**config.mk**
```make
export PLATFORM = sky130hd
export DESIGN_NAME = button_repeater
export DESIGN_NICKNAME = d
export VERILOG_FILES = /design/src/rtl/button_repeater.sv
export SDC_FILE = /design/constraint.sdc
export NUM_CORES = 1
export LEC_CHECK = 0
export BUFFER_PORTS_ARGS = -buffer_cell sky130_fd_sc_hd__buf_2
export CAP_MARGIN = 20
export CORE_MARGIN = 4
export CORE_UTILIZATION = 35
export DETAILED_ROUTE_END_ITERATION = 16
export HOLD_SLACK_MARGIN = 0.12
export PLACE_DENSITY = 0.54
export SLEW_MARGIN = 5
export SYNTH_ARGS = -nofsm -noshare
export SYNTH_HDL_FRONTEND = slang
export SYNTH_SLANG_ARGS = --single-unit
```
**constraint.sdc**
```tcl
create_clock -name Clk -period 2.47 [get_ports Clk]
set_clock_uncertainty 0.1 [all_clocks]
set_input_delay 0.494 -clock Clk [delete_from_list [all_inputs] [get_ports Clk]]
set_output_delay 0.494 -clock Clk [all_outputs]
set_load 0.02 [all_outputs]
```
**src/rtl/button_repeater.sv**
```systemverilog
// button_repeater: synchroniser + debouncer + press/auto-repeat FSM for one
// front-panel push-button. Emits a one-cycle Press on the debounced press and
// on each auto-repeat, a one-cycle Release on the debounced release, and Held
// while auto-repeat is active.
module button_repeater #(
    parameter int STABLE_CYCLES = 500000,
    parameter int HOLD_CYCLES   = 25000000,
    parameter int REPEAT_CYCLES = 5000000,
    parameter int CNT_W         = 25
) (
    input  logic Clk,
    input  logic Reset,
    input  logic Input,
    input  logic RepeatEn,
    output logic Level,
    output logic Press,
    output logic Release,
    output logic Held
);

    localparam logic [CNT_W-1:0] STABLE_LAST = CNT_W'(STABLE_CYCLES - 1);
    localparam logic [CNT_W-1:0] HOLD_LAST   = CNT_W'(HOLD_CYCLES - 1);
    localparam logic [CNT_W-1:0] REPEAT_LAST = CNT_W'(REPEAT_CYCLES - 1);

    typedef enum logic [1:0] {
        ST_IDLE    = 2'd0,
        ST_PRESSED = 2'd1,
        ST_REPEAT  = 2'd2
    } state_e;

    logic             s1_q, s2_q;
    logic             level_q, level_d;
    logic [CNT_W-1:0] dcnt_q, dcnt_d;
    logic             rise, fall;

    state_e           state_q, state_d;
    logic [CNT_W-1:0] rcnt_q, rcnt_d;
    logic             hold_due, repeat_due;

    logic             press_q, press_d;
    logic             release_q, release_d;
    logic             held_q, held_d;

    // Two-flop synchroniser for the asynchronous button level.
    always_ff @(posedge Clk or posedge Reset) begin
        if (Reset) begin
            s1_q <= 1'b0;
            s2_q <= 1'b0;
        end else begin
            s1_q <= Input;
            s2_q <= s1_q;
        end
    end

    // Debounce: count consecutive disagreeing cycles, flip Level on the last one.
    // rise/fall are the flip events seen by the FSM in the same cycle Level moves.
    always_comb begin
        level_d = level_q;
        dcnt_d  = '0;
        rise    = 1'b0;
        fall    = 1'b0;
        if (s2_q != level_q) begin
            if (dcnt_q == STABLE_LAST) begin
                level_d = s2_q;
                rise    = s2_q;
                fall    = ~s2_q;
            end else begin
                dcnt_d = dcnt_q + CNT_W'(1);
            end
        end
    end

    // Debounce state registers.
    always_ff @(posedge Clk or posedge Reset) begin
        if (Reset) begin
            level_q <= 1'b0;
            dcnt_q  <= '0;
        end else begin
            level_q <= level_d;
            dcnt_q  <= dcnt_d;
        end
    end

    assign hold_due   = (rcnt_q == HOLD_LAST);
    assign repeat_due = (rcnt_q == REPEAT_LAST);

    // FSM state and repeat counter registers.
    always_ff @(posedge Clk or posedge Reset) begin
        if (Reset) begin
            state_q <= ST_IDLE;
            rcnt_q  <= '0;
        end else begin
            state_q <= state_d;
            rcnt_q  <= rcnt_d;
        end
    end

    // FSM next state: a release beats everything; dropping RepeatEn beats a due repeat.
    always_comb begin
        state_d = state_q;
        rcnt_d  = rcnt_q;
        if (fall) begin
            state_d = ST_IDLE;
            rcnt_d  = '0;
        end else begin
            case (state_q)
                ST_IDLE: begin
                    rcnt_d = '0;
                    if (rise) begin
                        state_d = ST_PRESSED;
                    end
                end
                ST_PRESSED: begin
                    if (!RepeatEn) begin
                        rcnt_d = '0;
                    end else if (hold_due) begin
                        state_d = ST_REPEAT;
                        rcnt_d  = '0;
                    end else begin
                        rcnt_d = rcnt_q + CNT_W'(1);
                    end
                end
                ST_REPEAT: begin
                    if (!RepeatEn) begin
                        state_d = ST_PRESSED;
                        rcnt_d  = '0;
                    end else if (repeat_due) begin
                        rcnt_d = '0;
                    end else begin
                        rcnt_d = rcnt_q + CNT_W'(1);
                    end
                end
                default: begin
                    state_d = ST_IDLE;
                    rcnt_d  = '0;
                end
            endcase
        end
    end

    // FSM outputs (next-cycle values); Press is suppressed whenever Release fires.
    always_comb begin
        press_d   = 1'b0;
        release_d = fall;
        held_d    = (state_d == ST_REPEAT);
        if (!fall) begin
            case (state_q)
                ST_IDLE:    press_d = rise;
                ST_PRESSED: press_d = RepeatEn & hold_due;
                ST_REPEAT:  press_d = RepeatEn & repeat_due;
                default:    press_d = 1'b0;
            endcase
        end
    end

    // Registered outputs so every port is glitch-free.
    always_ff @(posedge Clk or posedge Reset) begin
        if (Reset) begin
            press_q   <= 1'b0;
            release_q <= 1'b0;
            held_q    <= 1'b0;
        end else begin
            press_q   <= press_d;
            release_q <= release_d;
            held_q    <= held_d;
        end
    end

    assign Level   = level_q;
    assign Press   = press_q;
    assign Release = release_q;
    assign Held    = held_q;

endmodule

```
# After elaboration in Yosys (flattened, before gate mapping)

Cells that the tools add are included.

Register bits after elaboration: 58
Input port bits: 4
Output and inout bits: 4
Word-level logic and storage cells: 43

Add/subtract/negate cells: 2
Equal/unequal tests: 7
Mux-type cells: 20
Bitwise logic cells: 3
Reduce and logical (&&, ||, !) cells: 2

Operators by type and width:

| operator                                         | count |
|---|---|
| two-way mux 25 bit                               | 7 |
| adder 25 x 1 -> 25 bit (second input constant)   | 2 |
| one-hot mux 25 bit (2 select lines)              | 1 |
| == test 25 x 19 -> 1 bit (second input constant) | 1 |
| == test 25 x 23 -> 1 bit (second input constant) | 1 |
| == test 25 bit (second input constant)           | 1 |
| two-way mux 2 bit                                | 5 |
| one-hot mux 2 bit (3 select lines)               | 1 |
| two-way mux 1 bit                                | 5 |
| == test 2 bit (second input constant)            | 2 |
| one-hot mux 1 bit (3 select lines)               | 1 |
| bitwise AND 1 bit                                | 2 |
| == test 2 x 1 -> 1 bit (second input constant)   | 1 |
| zero test 2 bit                                  | 1 |
| AND reduction 2 bit                              | 1 |
| inequality test 1 bit                            | 1 |
| inverter 1 bit                                   | 1 |

# Depth between registers and ports, before layout

Gate-level depths: netlist (run 1).

Word-level depth: 7
Depth in mapped cells: 7
Depth with buffers taken out: 6

# Worst setup path before layout (run 1)

No wires, ideal clock.

Path type: register to register
Start point: register rcnt_q[17]
End point: register rcnt_q[10]
Library setup time: 0.136 ns
Arrival: 1.914 ns
Required time: 2.234 ns
Slack: 0.320 ns
Cell stages (with the launch flop): 7
Period minus slack after synthesis: 2.150 ns
Cell sequence: dfrtp_1 or4bb_1 nor4_1 a21boi_1 o21bai_4 buf_6 nor3_1

Word-level cells in the longest chain between the ends: 5
Elaborated cells between the ends (all ways): 8
Classes of those cells: eq/ne: 2; mux: 6

RTL lines:

| element                                                           | RTL line | source |
|---|---|---|
| from (decl)                                                       | 37       | `logic [CNT_W-1:0] rcnt_q, rcnt_d;` |
| from (signal assigned)                                            | 94       | `rcnt_q <= rcnt_d;` |
| == test 25 x 23 -> 1 bit / == test 25 bit (equally long branches) | 85, 84   |  |
| two-way mux 25 bit (on tied branches)                             | 127, 116 |  |
| two-way mux 25 bit (on tied branches)                             | 124, 114 |  |
| one-hot mux 25 bit (2 select lines) *                             | 106      | `case (state_q)` |
| two-way mux 25 bit *                                              | 102      | `if (fall) begin` |
| via rcnt_d[10]                                                    | 37       |  |

The timed path passes the listed nets; every way through them passes the cells marked *.
A chain may end at the register's enable or synchronous reset.

# Final worst setup path (run 1)

Start point: register rcnt_q[17]
End point: register rcnt_q[22]

Word-level cells in the longest chain between the ends: 5
Elaborated cells between the ends (all ways): 9
Classes of those cells: add/sub: 1; eq/ne: 2; mux: 6

RTL lines:

| element                                        | RTL line |
|---|---|
| adder 25 x 1 -> 25 bit (tied with other cells) | 120, 130 |
| two-way mux 25 bit (on tied branches)          | 127, 116 |
| two-way mux 25 bit (on tied branches)          | 124, 114 |
| one-hot mux 25 bit (2 select lines) *          | 106 |
| two-way mux 25 bit *                           | 102 |
| via rcnt_d[22]                                 | 37 |

Marked as above.

==> reports/qor.txt, run 1 <==
status - complete, no violations
Final Max Tran Viols - 0
DR pass1 iterations - 4
GRT Overall Usage - 13.3%
ant diodes - 0
hold path startpoint - Input
die height - 101 um
final wirelength - 6.24 mm
final setup TNS - 0 ps
Via density - 5.25
GP Congestion - 0.760
fin nets - 345
Setup violations, final - 0
vias in the first global route - 2251
Fin. Hold Viols - 0
first-pass GRT wire length - 10.8 mm
Warnings, synthesis - 0
dominant cells by area after synthesis - dfrtp_1 (48%), xnor2_1 (8.3%), nor3_1 (6.6%)
initial antenna violation count - 0
Post-DRT Antenna Nets - 0
crit-path cells - or4bb_1 > nor4_1 > buf_4 > a21boi_1 > o21bai_4 > buf_12 > nor3_1
Hold Buf Count CTS - 1
Area after DPL - 3260 um^2
WL/cell - 14.0 um
Post-CTS Resized - 0
synthesized area - 3050 um^2
crit path launch type - register
ys flop type - dfrtp_1
static leakage - 1.34 nW
Least-Margin Pin Slew - 547 ps
CTS max path bufs - 2
Hold WC Path Type - in2reg
Worst path top cell family by delay - simple AND/OR/NAND/NOR gates
WP data required - 2570 ps
Period Utilization, post-route - 91.6%
Clock H-tree levels - 3
Initial Utilization - 36.5%
# IOs - 8
die area - 10300 um^2
sequential element share of the synthesized area - 47.7%
largest net degree at the start of global routing - 59
Num CTS Buffers - 9
Crit Path Max Fanout - 25
RSZ-0062 raised after global routing - no
total gr overflow - 0
minimum clock period - 2260 ps
Synth area leader - dfrtp_1
Clock Pin Slew Worst Setup and Hold Paths - 70 ps
clock sink count - 58
syn_area_per_cell - 9.67 um^2
CP max stage delay - 560 ps
Rows - 33
slowest library cell on the worst path - or4bb_1
final core utilization - 41.8%
Pwr Density - 612 nW/um^2
I/O Buffers - 7
Async SR Flop Fraction - 100%
Crit Path Class - reg2reg
Clock Latency Late Sink - 340 ps
layout cell share with drive strength beyond 1 - 11.2%
CTS tree - built
CTS root buf - clkbuf_8
Crit Reg-Reg Startpoint - rcnt_q[17]$_DFF_PP0_
f_max - 442 MHz
Synth cell types - 39
DRT iter0 DRCs - 95
number of synthesized flops with an enable pin - 0
reg2reg setup slack - 210 ps
postcts setup bufs - 0
Arr. time, crit path - 2360 ps
Die X - 101 um
slew margin rel. - 63.4%
final instance area - 3490 um^2
CP startpoint - rcnt_q[17]$_DFF_PP0_
total core area - 8340 um^2
Synth top area share - 47.7%
CP Buf/Inv Count - 2
vias after detailed routing - 2336
Crit. End Element - register
max-cap viol count - 0
area grow syn2layout - 14.5%
worst vdd ir - 0.261 mV
DRC - 0
Synth Register Bits - 58
post-synthesis cell count - 315
Syn Nets - 325
HPWL after DPL - 4.11 mm
## layout by cell type, fill, tap and decap left out, types with 2 or more instances in the layout
cell | Yosys | layout
or4_1 | 2 | 2
dfrtp_1 | 58 | 58
clkbuf_8 | 0 | 9
buf_12 | 0 | 2
ha_1 | 6 | 6
and3_1 | 4 | 4
nand4b_1 | 2 | 2
nor4_1 | 8 | 8
nand4_1 | 8 | 8
nor3_1 | 40 | 40
a21oi_1 | 10 | 10
xor2_1 | 12 | 12
nand3_1 | 23 | 23
o21ai_0 | 9 | 9
clkinv_2 | 0 | 2
buf_2 | 2 | 7
or3_1 | 6 | 6
xnor2_1 | 29 | 29
nand2_1 | 18 | 18
clkinvlp_4 | 0 | 2
nor3b_1 | 3 | 3
and2_1 | 2 | 2
buf_4 | 0 | 8
nor2_1 | 27 | 27
or4bb_1 | 3 | 3
and4_1 | 6 | 6
bufinv_16 | 0 | 2
inv_1 | 15 | 14
## cell type report
class / count / area [um^2]
multi-input combinational: 233 / 1490
inverter: 15 / 56.3
tap: 105 / 131
timing repair buffer: 18 / 145
clock buffer: 9 / 124
clock inverter: 7 / 93.8
fill: 830 / 4850
sequential: 58 / 1450
## power by group
group | internal [mW] | switching, mW
logic | 0.0710 | 0.128
clock network | 0.565 | 0.395
registers | 0.961 | 0.0133
## logic make-up after synthesis
kind of cell,after synthesis,synth area share [%]
adder cells (fa/ha/maj),6,2.47
buffers and inverters,24,3.53
flip-flops,58,47.7
AND/OR/NAND/NOR,156,28.0
multiplexers,1,0.329
XOR/XNOR,41,11.8
AO/OA/AOI/OAI,29,6.25
## cells in the mapped netlist, types with 2 or more instances
library cell	number
buf_2	2
nand4_1	8
nand2_1	18
buf_6	2
nor3_1	40
nor3b_1	3
xor2_1	12
dfrtp_1	58
a21oi_1	10
nand3_1	23
nand4b_1	2
and2_1	2
or4_1	2
clkbuf_1	5
nor2_1	27
and3_1	4
or4bb_1	3
o21ai_0	9
ha_1	6
xnor2_1	29
or3_1	6
nor4_1	8
and4_1	6
inv_1	15
## worst paths after layout
kind / to / depth (start not counted)
max: rcnt_q[22]$_DFF_PP0_ / 7
min: s1_q$_DFF_PP0_ / 1
max reg2reg: rcnt_q[22]$_DFF_PP0_ / 7
min reg2reg: s2_q$_DFF_PP0_ / 0
max in group asynchronous: rcnt_q[4]$_DFF_PP0_ / 4
min in group asynchronous: dcnt_q[10]$_DFF_PP0_ / 4
## worst register-to-register path, delay by kind of cell, from the launching register on
kind                   cells  cell delay (ps)
AOI/OAI and AO/OA          2              270
buffers and inverters      2              370
DFF                        1              420
and+or+nand+nor            3              970
## stage by stage
step | power, mW | setup WS (ps) | cells | hold slack, ps
floorplan | 1.14 | 320 | 315 | 231
global placement | 1.19 | 235 | 428 | 269
detailed placement | 1.19 | 218 | 428 | 271
CTS | 2.16 | 204 | 445 | 166
global route | 2.23 | 27.4 | 445 | 171
finish | 2.13 | 208 | 445 | 181
## layer usage
| metal | up-vias | track usage (%) | wire length [um] |
|---|---|---|---|
| li1 | 1166 | - | - |
| met1 | 1131 | 19.1 | 3310 |
| met2 | 30 | 19.0 | 2630 |
| met3 | 9 | 2.69 | 168 |
| met4 | 0 | 6.65 | 129 |
| met5 | - | 0 | 0 |
## sequential cells by signal (all words and copies together), names as in the netlist
| signal | count |
|---|---|
| state_q | 2 |
| rcnt_q | 25 |
| Held | 1 |
| s2_q | 1 |
| s1_q | 1 |
| Level | 1 |
| Release | 1 |
| Press | 1 |
| dcnt_q | 25 |
No activity file was read; power rests on OpenSTA's default activity.
==> run 2, diff against run 1 <==
==> constraint.sdc (replaced) <==
create_clock -name Clk -period 2.47 [get_ports Clk]
set_clock_uncertainty 0.1 [all_clocks]
set_input_delay 0.247 -clock Clk [delete_from_list [all_inputs] [get_ports Clk]]
set_output_delay 0.247 -clock Clk [all_outputs]
set_load 0.02 [all_outputs]
==> reports/qor.txt, run 2 (synthesized netlist as in run 1, its figures left out) <==
status - complete, no violations
RSZ-0062 raised after global routing - no
DR pass1 iterations - 4 (unchanged)
vias after detailed routing - 2362 (+1.1%)
Crit Path Class - reg2reg
Clock H-tree levels - 3 (unchanged)
CTS root buf - clkbuf_8
Final Max Tran Viols - 0 (unchanged)
HPWL after DPL - 4.26 mm (+3.8%)
commonest non-fill, non-tap cell in the layout - dfrtp_1
Worst path top cell family by delay - simple AND/OR/NAND/NOR gates
Post-CTS Resized - 0 (unchanged)
Num CTS Buffers - 9 (unchanged)
Clock Latency Late Sink - 340 ps (about the same)
I/O Buffers - 7 (unchanged)
slew margin rel. - 55.8% (-7.6 points)
CP Buf/Inv Count - 2 (unchanged)
DRT iter0 DRCs - 85 (-11%)
overall power - 2.11 mW (-1.2%)
CTS tree - built
worst vdd ir - 0.271 mV (+3.9%)
postcts setup bufs - 0 (unchanged)
layout cell share with drive strength beyond 1 - 11.4% (+0.19 points)
die area - 10300 um^2 (unchanged)
WP data required - 2560 ps (about the same)
area grow syn2layout - 15.3%
Least-Margin Pin Slew - 661 ps (+115 ps)
total core area - 8340 um^2 (unchanged)
fin nets - 348 (+0.87%)
crit-path cells - or4bb_1 > nor4_1 > buf_4 > a21boi_1 > o21bai_4 > buf_12 > nor3_1
DRC - 0 (unchanged)
max-cap viol count - 0 (unchanged)
initial antenna violation count - 0 (unchanged)
final wirelength - 6.29 mm (+0.77%)
GP Congestion - 0.772 (+1.5%)
total gr overflow - 0 (unchanged)
Period Utilization, post-route - 90.9% (-0.64 points)
Post-DRT Antenna Nets - 0 (unchanged)
f_max - 445 MHz (+0.70%)
Fin. Hold Viols - 0 (unchanged)
final setup TNS - 0 ps (unchanged)
die height - 101 um (unchanged)
CTS max path bufs - 2 (unchanged)
Area after DPL - 3270 um^2 (+0.23%)
clock sink count - 58 (unchanged)
vias in the first global route - 2305 (+2.4%)
Largest regs - dcnt_q: 25 flops, rcnt_q: 25 flops, state_q: 2 flops
crit path launch type - register
ant diodes - 0 (unchanged)
first-pass GRT wire length - 11.2 mm (+3.7%)
Pwr Density - 600 nW/um^2 (-1.8%)
# IOs - 8 (unchanged)
final worst slack - 224 ps (+15.8 ps)
Clock Pin Slew Worst Setup and Hold Paths - 70 ps (about the same)
CP max stage delay - 550 ps (about the same)
Via density - 5.27 (+0.44%)
Setup violations, final - 0 (unchanged)
commonest non-fill, non-tap cells in the layout - dfrtp_1 (58), nor3_1 (40), xnor2_1 (29)
minimum clock period - 2250 ps (-15.8 ps)
final instance area - 3510 um^2 (+0.68%)
Arr. time, crit path - 2340 ps (-20 ps)
GRT Overall Usage - 13.6% (+0.29 points)
Hold WC Path Type - reg2reg
# fillers - 784 (-5.5%)
Crit. End Element - register
slowest library cell on the worst path - or4bb_1
Hold Buf Count CTS - 3 (+2)
WL/cell - 14.0 um (about the same)
Place WS - 193 ps (-25.0 ps)
largest net degree at the start of global routing - 33 (-44%)
Initial Utilization - 36.5% (unchanged)
final core utilization - 42.1% (+0.29 points)
Die X - 101 um (unchanged)
Rows - 33 (unchanged)
Crit Path Max Fanout - 25 (unchanged)
static leakage - 1.36 nW (+1.5%)
==> run 2: layout make-up <==
cell class | count | area (um^2) | share of cell area, %
multi-input cells | 233 | 1490 | 42.3
flip-flops and latches | 58 | 1450 | 41.3
repair buffers | 21 | 173 | 4.92
clock buffers | 12 | 165 | 4.70
well taps | 105 | 131 | 3.74
inverters | 15 | 56.3 | 1.60
clock inverters | 4 | 48.8 | 1.39
==> run 2: path summary, 6_finish.rpt <==
path	slack, ps	from	depth (start not counted)	end
worst min register to register	290	s1_q$_DFF_PP0_	0	s2_q$_DFF_PP0_
min in group asynchronous	450	Reset	3	dcnt_q[6]$_DFF_PP0_
worst max-delay path	220	rcnt_q[17]$_DFF_PP0_	7	rcnt_q[24]$_DFF_PP0_
worst min-delay path	290	s1_q$_DFF_PP0_	0	s2_q$_DFF_PP0_
worst max register to register	220	rcnt_q[17]$_DFF_PP0_	7	rcnt_q[24]$_DFF_PP0_
max in group asynchronous	1160	Reset	4	dcnt_q[23]$_DFF_PP0_
==> run 2: worst register-to-register path: cells and delay by family (launching register included) <==
kind	cells	cell delay, ps
buffers and inverters	2	370
and+or+nand+nor	3	960
DFF	1	410
AOI/OAI and AO/OA	2	270
==> run 2: routing by layer <==
| layer | GRT usage (%) | up-vias | wire, um |
|---|---|---|---|
| li1 | - | 1162 | - |
| met1 | 19.6 | 1153 | 3310 |
| met3 | 3.03 | 7 | 204 |
| met2 | 19.9 | 40 | 2700 |
| met4 | 5.21 | 0 | 80 |
| met5 | 0 | - | 0 |
==> run 2: where the power goes <==
| group | internal [mW] | switching [mW] | total, mW |
|---|---|---|---|
| clock | 0.547 | 0.384 | 0.931 |
| combinational | 0.0737 | 0.130 | 0.203 |
| sequential | 0.961 | 0.0134 | 0.974 |
==> run 2: per-stage QoR <==
stage / hold slack [ps] / instances
4_1_cts: 279 / 448
3_5_place_dp: 263 / 429
5_1_grt: 307 / 448
6_report: 285 / 448
2_1_floorplan: 178 / 315
3_3_place_gp: 264 / 429
